--- config.mk ---
export PLATFORM = sky130hd
export DESIGN_NAME = fifo_read_fsm_tmr
export DESIGN_NICKNAME = d
export VERILOG_FILES = /design/src/rtl/fifo_rd_pkg.sv /design/src/rtl/fifo_read_fsm_tmr_vote.sv /design/src/rtl/fifo_read_fsm_tmr.sv
export SDC_FILE = /design/constraint.sdc
export NUM_CORES = 1
export LEC_CHECK = 0
export ABC_AREA = 1
export ABC_CLOCK_PERIOD_IN_PS = 1600
export CAP_MARGIN = 20
export CORE_MARGIN = 2
export CORE_UTILIZATION = 25
export DETAILED_ROUTE_END_ITERATION = 16
export GPL_TIMING_DRIVEN = 1
export HOLD_SLACK_MARGIN = 0.03
export PLACE_DENSITY = 0.42
export SLEW_MARGIN = 20
export SYNTH_ARGS = -nofsm -noshare
export SYNTH_HDL_FRONTEND = slang
export SYNTH_SLANG_ARGS = --single-unit
--- constraint.sdc ---
create_clock -name CLK -period 1.6 [get_ports CLK]
set_input_delay 0.24 -clock CLK [delete_from_list [all_inputs] [get_ports CLK]]
set_output_delay 0.24 -clock CLK [all_outputs]
set_load 0.005 [all_outputs]
--- src/rtl/fifo_rd_pkg.sv ---
// Shared types and constants for the TMR sample-FIFO readout controller.
package fifo_rd_pkg;

    localparam int WORDS_PER_SAMP = 6;
    localparam int SEL_W          = 3;
    localparam int SAMP_W         = 7;

    localparam logic [SEL_W-1:0] LAST_SEL = SEL_W'(WORDS_PER_SAMP - 1);

    typedef enum logic [1:0] {
        ST_IDLE    = 2'b00,
        ST_RST_CNT = 2'b01,
        ST_READ    = 2'b10,
        ST_DONE    = 2'b11
    } state_t;

    // Registered outputs, triplicated and voted as one group.
    typedef struct packed {
        logic              vld;
        logic [SEL_W-1:0]  wsel;
        logic [SAMP_W-1:0] snum;
        logic              busy;
        logic              done;
    } out_t;

endpackage

--- src/rtl/fifo_read_fsm_tmr_vote.sv ---
// Bitwise 2-of-3 majority voter with a replica-disagreement flag.
module maj3_vote #(
    parameter int W = 1
) (
    input  logic [W-1:0] i_a,
    input  logic [W-1:0] i_b,
    input  logic [W-1:0] i_c,
    output logic [W-1:0] o_maj,
    output logic         o_mis
);

    assign o_maj = (i_a & i_b) | (i_b & i_c) | (i_a & i_c);
    assign o_mis = (i_a != i_b) | (i_b != i_c);

endmodule

--- src/rtl/fifo_read_fsm_tmr.sv ---
// Triplicated FIFO readout FSM: drains (SAMP_MAX+1) six-word samples, one word per cycle.
// DATA_VLD lags RDENA by one cycle; reads stall while FIFO_EMPTY or !DOUT_RDY.
module fifo_read_fsm_tmr
    import fifo_rd_pkg::*;
(
    input  logic              CLK,
    input  logic              RST,
    input  logic              START,
    input  logic [SAMP_W-1:0] SAMP_MAX,
    input  logic              FIFO_EMPTY,
    input  logic              DOUT_RDY,
    output logic              RDENA,
    output logic              DATA_VLD,
    output logic [SEL_W-1:0]  WORD_SEL,
    output logic [SAMP_W-1:0] SAMP_NUM,
    output logic              BUSY,
    output logic              DONE,
    output logic              TMR_ERR
);

    logic [1:0]        w_state_v;
    state_t            w_state;
    logic [SEL_W-1:0]  w_sel;
    logic [SAMP_W-1:0] w_samp;
    logic [SAMP_W-1:0] w_max;
    out_t              w_out;
    logic              w_rdena;
    logic              w_mis_state, w_mis_sel, w_mis_samp, w_mis_max, w_mis_out;
    logic              r_tmr_err;

    assign w_state = state_t'(w_state_v);
    assign w_rdena = (w_state == ST_READ) & ~FIFO_EMPTY & DOUT_RDY;

    for (genvar g = 0; g < 3; g++) begin : g_rep
        state_t            r_state, w_nxt_state;
        logic [SEL_W-1:0]  r_sel, w_nxt_sel;
        logic [SAMP_W-1:0] r_samp, w_nxt_samp;
        logic [SAMP_W-1:0] r_max, w_nxt_max;
        out_t              r_out, w_nxt_out;

        always_ff @(posedge CLK or posedge RST) begin
            if (RST) begin
                r_state <= ST_IDLE;
                r_sel   <= '0;
                r_samp  <= '0;
                r_max   <= '0;
                r_out   <= '0;
            end else begin
                r_state <= w_nxt_state;
                r_sel   <= w_nxt_sel;
                r_samp  <= w_nxt_samp;
                r_max   <= w_nxt_max;
                r_out   <= w_nxt_out;
            end
        end

        // Next state is derived from voted values only, so an upset replica realigns.
        always_comb begin
            w_nxt_state = w_state;
            w_nxt_sel   = w_sel;
            w_nxt_samp  = w_samp;
            w_nxt_max   = w_max;
            case (w_state)
                ST_IDLE: begin
                    if (START) w_nxt_state = ST_RST_CNT;
                end
                ST_RST_CNT: begin
                    w_nxt_sel   = '0;
                    w_nxt_samp  = '0;
                    w_nxt_max   = SAMP_MAX;
                    w_nxt_state = ST_READ;
                end
                ST_READ: begin
                    if (w_rdena) begin
                        if (w_sel == LAST_SEL) begin
                            w_nxt_sel = '0;
                            if (w_samp == w_max) w_nxt_state = ST_DONE;
                            else                 w_nxt_samp  = w_samp + 7'd1;
                        end else begin
                            w_nxt_sel = w_sel + 3'd1;
                        end
                    end
                    if (START) w_nxt_state = ST_RST_CNT;
                end
                ST_DONE: begin
                    w_nxt_state = START ? ST_RST_CNT : ST_IDLE;
                end
                default: w_nxt_state = ST_IDLE;
            endcase
        end

        always_comb begin
            w_nxt_out      = w_out;
            w_nxt_out.vld  = w_rdena;
            if (w_rdena) begin
                w_nxt_out.wsel = w_sel;
                w_nxt_out.snum = w_samp;
            end
            w_nxt_out.busy = (w_nxt_state == ST_RST_CNT) || (w_nxt_state == ST_READ);
            w_nxt_out.done = (w_nxt_state == ST_DONE);
        end
    end

    maj3_vote #(.W(2)) u_vote_state (
        .i_a(g_rep[0].r_state), .i_b(g_rep[1].r_state), .i_c(g_rep[2].r_state),
        .o_maj(w_state_v), .o_mis(w_mis_state)
    );
    maj3_vote #(.W(SEL_W)) u_vote_sel (
        .i_a(g_rep[0].r_sel), .i_b(g_rep[1].r_sel), .i_c(g_rep[2].r_sel),
        .o_maj(w_sel), .o_mis(w_mis_sel)
    );
    maj3_vote #(.W(SAMP_W)) u_vote_samp (
        .i_a(g_rep[0].r_samp), .i_b(g_rep[1].r_samp), .i_c(g_rep[2].r_samp),
        .o_maj(w_samp), .o_mis(w_mis_samp)
    );
    maj3_vote #(.W(SAMP_W)) u_vote_max (
        .i_a(g_rep[0].r_max), .i_b(g_rep[1].r_max), .i_c(g_rep[2].r_max),
        .o_maj(w_max), .o_mis(w_mis_max)
    );
    maj3_vote #(.W($bits(out_t))) u_vote_out (
        .i_a(g_rep[0].r_out), .i_b(g_rep[1].r_out), .i_c(g_rep[2].r_out),
        .o_maj(w_out), .o_mis(w_mis_out)
    );

    always_ff @(posedge CLK or posedge RST) begin
        if (RST) r_tmr_err <= 1'b0;
        else     r_tmr_err <= r_tmr_err | w_mis_state | w_mis_sel | w_mis_samp
                                        | w_mis_max | w_mis_out;
    end

    assign RDENA    = w_rdena;
    assign DATA_VLD = w_out.vld;
    assign WORD_SEL = w_out.wsel;
    assign SAMP_NUM = w_out.snum;
    assign BUSY     = w_out.busy;
    assign DONE     = w_out.done;
    assign TMR_ERR  = r_tmr_err;

endmodule

After elaboration in Yosys (flattened, before gate mapping):

Cells that the tools add are included.

* register bits after elaboration: 32
* bits in latches: 0
* bits in writable memories: 0
* bits in read-only memories: 0
* bits of input ports: 12
* output and inout bits: 15
* word-level logic and storage cells: 55
* memories: 0

* add/subtract/negate cells: 2
* multipliers: 0
* div/mod/pow operators: 0
* order comparisons: 0
* eq/ne operators: 8
* shift operators: 0
* multiplexer cells: 16
* bitwise gates (word level): 18
* reductions and logical operators: 2

Operators with widths (count)
* 7-bit two-way mux: 4
* 7-bit bitwise OR: 4
* 13-bit bitwise OR: 2
* 7-bit AND: 2
* 7-bit case mux with 2 select lines: 1
* 13-bit AND: 1
* 10-bit two-way mux: 1
* 2-bit two-way mux: 5
* 2-bit == test (second input constant): 4
* 2-bit case mux with 4 select lines: 1
* 7-bit by 1-bit adder with 7-bit output (second input constant): 1
* 7-bit == test: 1
* 3-bit two-way mux: 2
* 3-bit bitwise OR: 2
* 3-bit case mux with 2 select lines: 1
* 2-bit by 1-bit == test with 1-bit output (second input constant): 2
* 2-bit bitwise OR: 2
* 3-bit by 1-bit adder with 3-bit output (second input constant): 1
* 3-bit AND: 1
* 3-bit == test (second input constant): 1
* 1-bit AND: 2
* 2-bit AND: 1
* 2-bit zero test: 1
* 1-bit logical OR: 1
* 2 further kinds: 2

Longest topological paths before layout:

Gate-level depths: netlist of run 1.

* depth in word-level cells: 11
* mapped depth: 11
* gate-level depth less buffers: 11

Hierarchy:

A second synthesis of run 1 with hierarchy kept.

* cells, all modules: 396
* area total of the unflattened synthesis: 3041.7 um2

By module, submodules not included
* fifo_read_fsm_tmr: times used 1, cells each 202, area each 1684.1 um2, sequential area each 825.8 um2
* maj3_vote (u_vote_max ...): times used 2, cells each 50, area each 310.3 um2, sequential area each 0.0 um2
* maj3_vote (u_vote_out): times used 1, cells each 62, area each 528.0 um2, sequential area each 0.0 um2
* maj3_vote (u_vote_sel): times used 1, cells each 19, area each 125.1 um2, sequential area each 0.0 um2
* maj3_vote (u_vote_state): times used 1, cells each 13, area each 83.8 um2, sequential area each 0.0 um2

Worst setup path before layout of run 1:

No wires, ideal clock.

* kind: reg-to-reg
* from: register g_rep[2].r_state[0]
* to: register g_rep[2].r_out[1] in the netlist's numbering
* library setup time: 0.126 ns
* arrival time: 1.650 ns
* required time: 1.474 ns
* setup slack: -0.176 ns
* cell stages (with the launch flop): 12
* buffers on the path: 0
* period minus slack after synthesis: 1.776 ns
* path through: dfrtp_1 inv_1 ha_1 nand2_2 nor2_8 nand4_4 inv_1 nand2_1 nand2_1 nand2_1 a21oi_1 ha_1

RTL lines
* start, declared: line fifo_read_fsm_tmr.sv:35 `state_t r_state, w_nxt_state;`
* start signal, assigned: line fifo_read_fsm_tmr.sv:49 `r_state <= w_nxt_state;`
* end signal, assigned: line fifo_read_fsm_tmr.sv:53 `r_out <= w_nxt_out;`
* end, declared: line fifo_read_fsm_tmr.sv:39 `out_t r_out, w_nxt_out;`

==> metrics.md, run 1 <==
| Metric | Value |
|---|---|
| Worst-Skew Late Latency | about 0.28 ns |
| CTS tree | built |
| RSZ-0062 raised after global routing | yes |
| Largest net degree at the start of global routing | 33 |
| Hold_buf cts | 0 |
| Reg2Reg Depth | 11 |
| Port Buf Inserts | 25 |
| Failing checks | negative setup slack |
| Antenna viol nets, final | 0 |
| Starting density of the core | 26.04% |
| Core area | 0.006386 mm^2 |
| Avg Synthesized Cell Area | 8.191 um^2 |
| Clock network power share | about 20% |
| Reg power frac | 33.9% |
| Num CTS Buffers | 5 |
| Die area | about 0.0073 mm^2 |
| Top delay family on crit path | simple AND/OR/NAND/NOR gates |
| DP Wirelength | about 2.8 mm |
| CP startpoint kind | flip-flop |
| Max Clk Rate | just over 0.6 GHz |
| Area share of the largest cell type after synthesis | 48.16% |
| Crit path max-delay cell type | dfrtp_1 |
| Sw Ratio | 37.95% |
| CTS root buf | clkbuf_8 |
| Mapped Cells | 203 |
| Final clock skew | ~0.0046 ns |
| Starting DRT DRC Count | 48 |
| Initial antenna violation count | 0 |
| CP bufs+invs | 2 |
| Via density | ~4.2 |
| Die height | 85.56 um |
| Synth area leader | dfrtp_1 |
| Sink Count | 32 |
| Sequential area share after synthesis | 48.16% |
| Final setup fails | 3 |
| CP Capture Type | flip-flop |
| Die width | 85.56 um |
| Routed length per placed instance | 11.47 um |
| Arr. time, crit path | approximately 1.8 ns |
| Synth cell types | 26 |
| Post-Syn Nets | 221 |
| N_diodes | 0 |
| Status | finished with violations |
| Worst path cell trace | inv_2, ha_4, nand2_4, nor2_8, nand4_4, inv_2, nand2_1, nand2_1, nand2_1, a21oi_2, ha_1 |
| Power Density | 1353 mW/mm^2 |
| Final worst path period need | 1.633 ns |
| First-pass GRT wire length | 6.699 mm |
| Hold slack | 0.3011 ns |
| Nets | 276 |
| Crit path top cell by count | nand2_1 |
| Ranking of synthesized cells by area | dfrtp_1, nand2_1, inv_1, o21ai_0, ha_1 |
| Final Max Slew Viols | 0 |
| Final worst slack | -0.03335 ns |
| Cell Count Post-Placement | 320 |
| Htree depth | 2 |
| Finished Layout Cells | 336 |
| Reg2reg end | g_rep[2].r_out[1] |
| # Max-Cap Violations | 0 |
| Share of power burned in combinational logic | 45.9% |
| Worst vdd ir | 0.0006496 V |
| LEAKAGE | 1.157 nW |
| Yosys reg bits | 32 |
| Residual DRC | 0 |
| Routed WL | 3.854 mm |
| DRT Pass-1 Iters | 3 |
| Worst Setup Path Type | reg -> reg |
| Routability Congestion | between 0.7 and 0.8 |
| P&R area growth vs syn | 42.96% |
| Max clock buf depth | 2 |
| CP required | 1.77 ns |
| CP max FO | 3 |
| Period Utilization, post-route | 102.1% |
| Share of cells above drive strength 1 | 25.10% |
| Top Ports | 27 |
| Hold/Removal Path Class | in -> async |
| Endpoints failing hold | 0 |
| Max incr delay on CP | just under 0.4 ns |
| R2R Path Start | g_rep[2].r_state[0] |
| Total grt overflow | 0 |
| R2r setup slk | -0.03 ns |
| Vias in the first global route | 1431 |
| Pint | between 1.5 and 2 mW |
| YS warnings | 0 |
| Clk slew on worst S/H paths | 0.07 ns |
| Vias | 1401 |
| Psw | 1.220 mW |
| Mapped Area | about 0.0017 mm^2 |
| Total GRT Usage | between 10% and 20% |
| Num rows | 29 |
## area by class of cell
class	count	area, um^2
multi-input combinational	135	787.0
inverter	32	125.1
clock buffer	6	82.58
timing repair buffer	52	475.5
sequential	32	800.8
clock inverter	2	10.01
fill	669	4009
tap	77	96.34
## state kept, by name, indices dropped and copies added (netlist names)
name	count
g_rep.r_out	13
g_rep.r_state	2
g_rep.r_max	7
g_rep.r_sel	3
g_rep.r_samp	7
## metrics by stage
stage	area (um^2)	util [%]	total power [mW]	TNS (ns)	worst slack [ns]
after floorplan	1674	-	1.904	-0.1343	-0.1343
after global placement	2153	33.72	2.394	-1.308	-0.1899
after detailed placement	2153	33.72	2.393	-1.433	-0.2374
after CTS	2310	36.17	3.160	-0.04758	-0.03173
after global routing	2377	37.23	3.522	-0.7676	-0.1538
final	2377	37.23	3.215	-0.06980	-0.03335
## power by group through the flow
stage,registers (mW),logic [mW],clock network (mW)
after floorplan,1.08,0.823,0
after global placement,1.10,1.30,0
after detailed placement,1.09,1.30,0
after CTS,1.09,1.39,0.686
after global routing,1.11,1.68,0.726
final,1.09,1.48,0.649
## worst max path at each step
stage,start,endpoint,slack (ns),cells past startpoint
after floorplan,g_rep[2].r_state[0],g_rep[2].r_out[1],-0.13,11
after global placement,DOUT_RDY,g_rep[2].r_out[1],-0.19,10
final,g_rep[2].r_state[0],g_rep[2].r_out[1],-0.03,11
after detailed placement,DOUT_RDY,g_rep[2].r_samp[3],-0.24,9
after CTS,g_rep[2].r_state[0],g_rep[2].r_out[1],-0.03,11
after global routing,g_rep[2].r_state[0],g_rep[2].r_out[1],-0.15,11
## cell usage after synthesis
cell and n:
buf_4 2, a31oi_1 1, nor3_1 1, nand2_2 3
inv_2 4, nor2_4 2, nand4_4 1, nand4_1 6
clkbuf_1 2, nand3_2 1, o21ai_1 1, o21ai_0 19
nand3_1 6, inv_1 28, ha_1 6, dfrtp_1 32
xnor2_1 1, a32oi_1 2, nand2_1 62, nor4_4 1
o211ai_1 1, a21oi_1 2, nor2_1 16, nor2_8 1
conb_1 1, mux2_2 1
## worst min-delay path, cell delays in order
cell and delay (ns):
clkdlybuf4s50_1 0.40, inv_1 0.09, buf_12 0.22
## layer usage
| layer | GRT usage [%] | vias to the layer above | routed length (um) |
|---|---|---|---|
| met1 | 15.25 | 632 | 1820 |
| met2 | 18.54 | 19 | 1835 |
| met5 | 0 | - | 0 |
| met3 | 4.524 | 2 | 176 |
| li1 | - | 748 | - |
| met4 | 3.463 | 0 | 22 |
## what timing repair did
action | CTS | global route
endpoints found under the setup margin | 10 | 18
setup buffers | 4 | 4
pin swaps | 6 | 9
cloned | 0 | 0
resized for setup | 12 | 15
## placed cells by master, fill, tap and decap left out, drive strengths merged, types with 2 or more instances in the layout
cell / count
a21oi: 2
clkbuf: 7
dfrtp: 32
nand4: 7
ha: 6
inv: 32
o21ai: 20
a32oi: 2
nand3: 7
buf: 27
clkdlybuf4s50: 24
clkinv: 2
nor2: 19
nand2: 65
## kinds of logic after synthesis
kind of cell	after synthesis	synth area share (%)
AOI/OAI and AO/OA	26	8.503
xor gates and xnor gates	1	0.5268
adders and majority gates	6	4.515
buffers and inverters	36	8.577
DFF	32	48.16
muxes	1	0.6772
other	1	0.2255
and+or+nand+nor	100	28.82
Power figures use the tool's default switching activity.
==> inputs of run 2 (changes only) <==
SKIP_LAST_GASP = 1   (was unset)
==> run 2 against run 1 <==
Net effect:
- combinational power is 4% lower
- first-iteration DRC count is 17% higher
- the flow still finishes with violations (negative setup slack)
- non-clock buffer count is 3 lower
- utilization is 0.53 points lower
- design area is 1.4% lower
- register-to-register slack hardly changed
- critical path depth stayed put
==> metrics.md, run 2 (same netlist as run 1, synthesis figures left out) <==
| Metric | Value |
|---|---|
| Die width | 85.56 um (unchanged) |
| First-pass GRT wire length | 6.693 mm (about the same) |
| Sw Ratio | 38.13% (+0.18 points) |
| Commonest non-fill, non-tap cell in the layout | nand2_1 |
| Initial antenna violation count | 0 (unchanged) |
| CP max FO | 3 (unchanged) |
| Placement Setup Slack | -0.2374 ns (unchanged) |
| Worst path cell trace | inv_2, ha_4, nand2_4, nor2_8, nand4_4, inv_2, nand2_1, nand2_1, nand2_1, a21oi_2, ha_1 |
| Clock network power share | 20.7% (+0.5 points) |
| R2R Path Start | g_rep[2].r_state[0] |
| Final worst slack | -0.02400 ns (+0.009345 ns) |
| Hold/Removal Path Class | in -> async |
| Arr. time, crit path | 1.80 ns (about the same) |
| Power Density | 1350 mW/mm^2 (-0.20%) |
| Core area | 0.006386 mm^2 (unchanged) |
| Starting DRT DRC Count | 56 (+17%) |
| Antenna viol nets, final | 0 (unchanged) |
| Period Utilization, post-route | 101.5% (-0.58 points) |
| Routed length per placed instance | 11.47 um (about the same) |
| Final worst path period need | 1.624 ns (-0.009345 ns) |
| Max Clk Rate | 0.6158 GHz (+0.58%) |
| Nets | 273 (-1.1%) |
| CTS root buf | clkbuf_8 |
| # Max-Cap Violations | 0 (unchanged) |
| Routed WL | 3.821 mm (-0.86%) |
| Clk slew on worst S/H paths | 0.07 ns (about the same) |
| Psw | 1.206 mW (-1.2%) |
| R2r setup slk | -0.02 ns (about the same) |
| Final design utilization | 36.70% (-0.53 points) |
| RSZ-0062 raised after global routing | yes |
| N_diodes | 0 (unchanged) |
| Worst vdd ir | 0.0006230 V (-4.1%) |
| Final setup fails | 2 (-1) |
| Hold_buf cts | 0 (unchanged) |
| LEAKAGE | 1.139 nW (-1.6%) |
| CP startpoint kind | flip-flop |
| Endpoints failing hold | 0 (unchanged) |
| Commonest non-fill, non-tap cells in the layout | nand2_1, dfrtp_1, inv_1 |
| Final Max Slew Viols | 0 (unchanged) |
| CTS tree | built |
| Share of cells above drive strength 1 | 23.44% (-1.7 points) |
| Sink Count | 32 (unchanged) |
| Max FFs per register | 13 (unchanged) |
| Final clock skew | 0.003883 ns (-0.0007444 ns) |
| Total grt overflow | 0 (unchanged) |
| Residual DRC | 0 (unchanged) |
| Die area | 0.007320 mm^2 (unchanged) |
| Status | finished with violations |
| DP Wirelength | 2.839 mm (unchanged) |
| Worst Setup Path Type | reg -> reg |
| Failing checks | negative setup slack |
| Num CTS Buffers | 5 (unchanged) |
| Vias in the first global route | 1430 (-0.070%) |
| Crit path top cell by count | nand2_1 |
| Max incr delay on CP | 0.39 ns (about the same) |
| CP Capture Type | flip-flop |
| Max clock buf depth | 2 (unchanged) |
| Largest net degree at the start of global routing | 33 (unchanged) |
| Via density | 4.231 (+1.5%) |
| Num rows | 29 (unchanged) |
| Vias | 1409 (+0.57%) |
| Largest regs | g_rep.r_out x13, g_rep.r_max x7, g_rep.r_samp x7 |
| Crit path launch | g_rep[2].r_state[0] |
| Pint | 1.957 mW (-1.9%) |
| Share of power burned in combinational logic | 45.0% (-0.9 points) |
| Reg power frac | 34.4% (+0.5 points) |
| Reg2reg end | g_rep[2].r_out[1] |
| Worst-Skew Late Latency | 0.29 ns (about the same) |
| Routability Congestion | 0.7865 (unchanged) |
| Crit path max-delay cell type | dfrtp_1 |
| Die height | 85.56 um (unchanged) |
| CP required | 1.77 ns (about the same) |
| CP Capture Point | g_rep[2].r_out[1] |
| Htree depth | 2 (unchanged) |
| Top Ports | 27 (unchanged) |
| P&R area growth vs syn | 40.93% |
| Port Buf Inserts | 25 (unchanged) |
| Total GRT Usage | 11.83% (unchanged) |
| DRT Pass-1 Iters | 4 (+1) |
| Top reg by flops | g_rep.r_out |
| Starting density of the core | 26.04% (unchanged) |
| Reg2Reg Depth | 11 (unchanged) |
run 2: repair_timing:
| action | in CTS | in global routing |
|---|---|---|
| gates resized for setup | 11 | 12 |
| pin swaps | 6 | 4 |
| buffers inserted | 4 | 1 |
| setup endpoints to repair | 10 | 18 |
run 2: power by group through the flow:
stage	sequential, mW	combinational [mW]	clock (mW)
floorplan	1.08	0.823	0
global placement	1.10	1.30	0
detailed placement	1.09	1.30	0
CTS	1.09	1.37	0.686
global route	1.11	1.63	0.726
finish	1.09	1.42	0.654
run 2: cell type report:
class	count	area, um^2
fillers	673	4043
inverters	32	122.6
flip-flops and latches	32	800.8
clock inverters	2	10.01
well taps	77	96.34
multi-input cells	135	782.0
clock buffers	6	82.58
repair buffers	49	449.2
run 2: metal layers:
| metal | track usage (%) | part of all wire (%) | vias up |
|---|---|---|---|
| met4 | 3.463 | 1.2 | 0 |
| li1 | - | - | 741 |
| met1 | 15.25 | 47 | 634 |
| met5 | 0 | 0 | - |
| met2 | 18.54 | 46 | 27 |
| met3 | 4.524 | 5.6 | 7 |
run 2: worst min-delay path by stage:
stage,to,cells after the start
finish,g_rep[2].r_max[0],3
global route,g_rep[2].r_max[0],3
CTS,g_rep[2].r_max[0],3
detailed placement,g_rep[2].r_out[11],2
global placement,g_rep[2].r_out[11],2
floorplan,g_rep[2].r_out[12],1
run 2: metrics by stage:
stage / hold slack [ns] / cell area [um^2] / power [mW] / setup TNS [ns] / instances
after floorplan: 0.3138 / 1674 / 1.904 / -0.1343 / 203
after global routing: 0.3131 / 2344 / 3.463 / -0.7299 / 333
after CTS: 0.3051 / 2306 / 3.140 / -0.06677 / 332
after global placement: 0.4597 / 2153 / 2.394 / -1.308 / 320
final: 0.2978 / 2344 / 3.163 / -0.02439 / 333
after detailed placement: 0.4698 / 2153 / 2.393 / -1.433 / 320
run 2: worst max-delay path: cells and delay by family (launching register included):
kind                       cells  cell delay, ns
and+or+nand+nor                6            0.41
DFF                            1            0.39
adders and majority gates      2            0.39
buffers and inverters          2            0.17
AOI/OAI and AO/OA              1            0.15
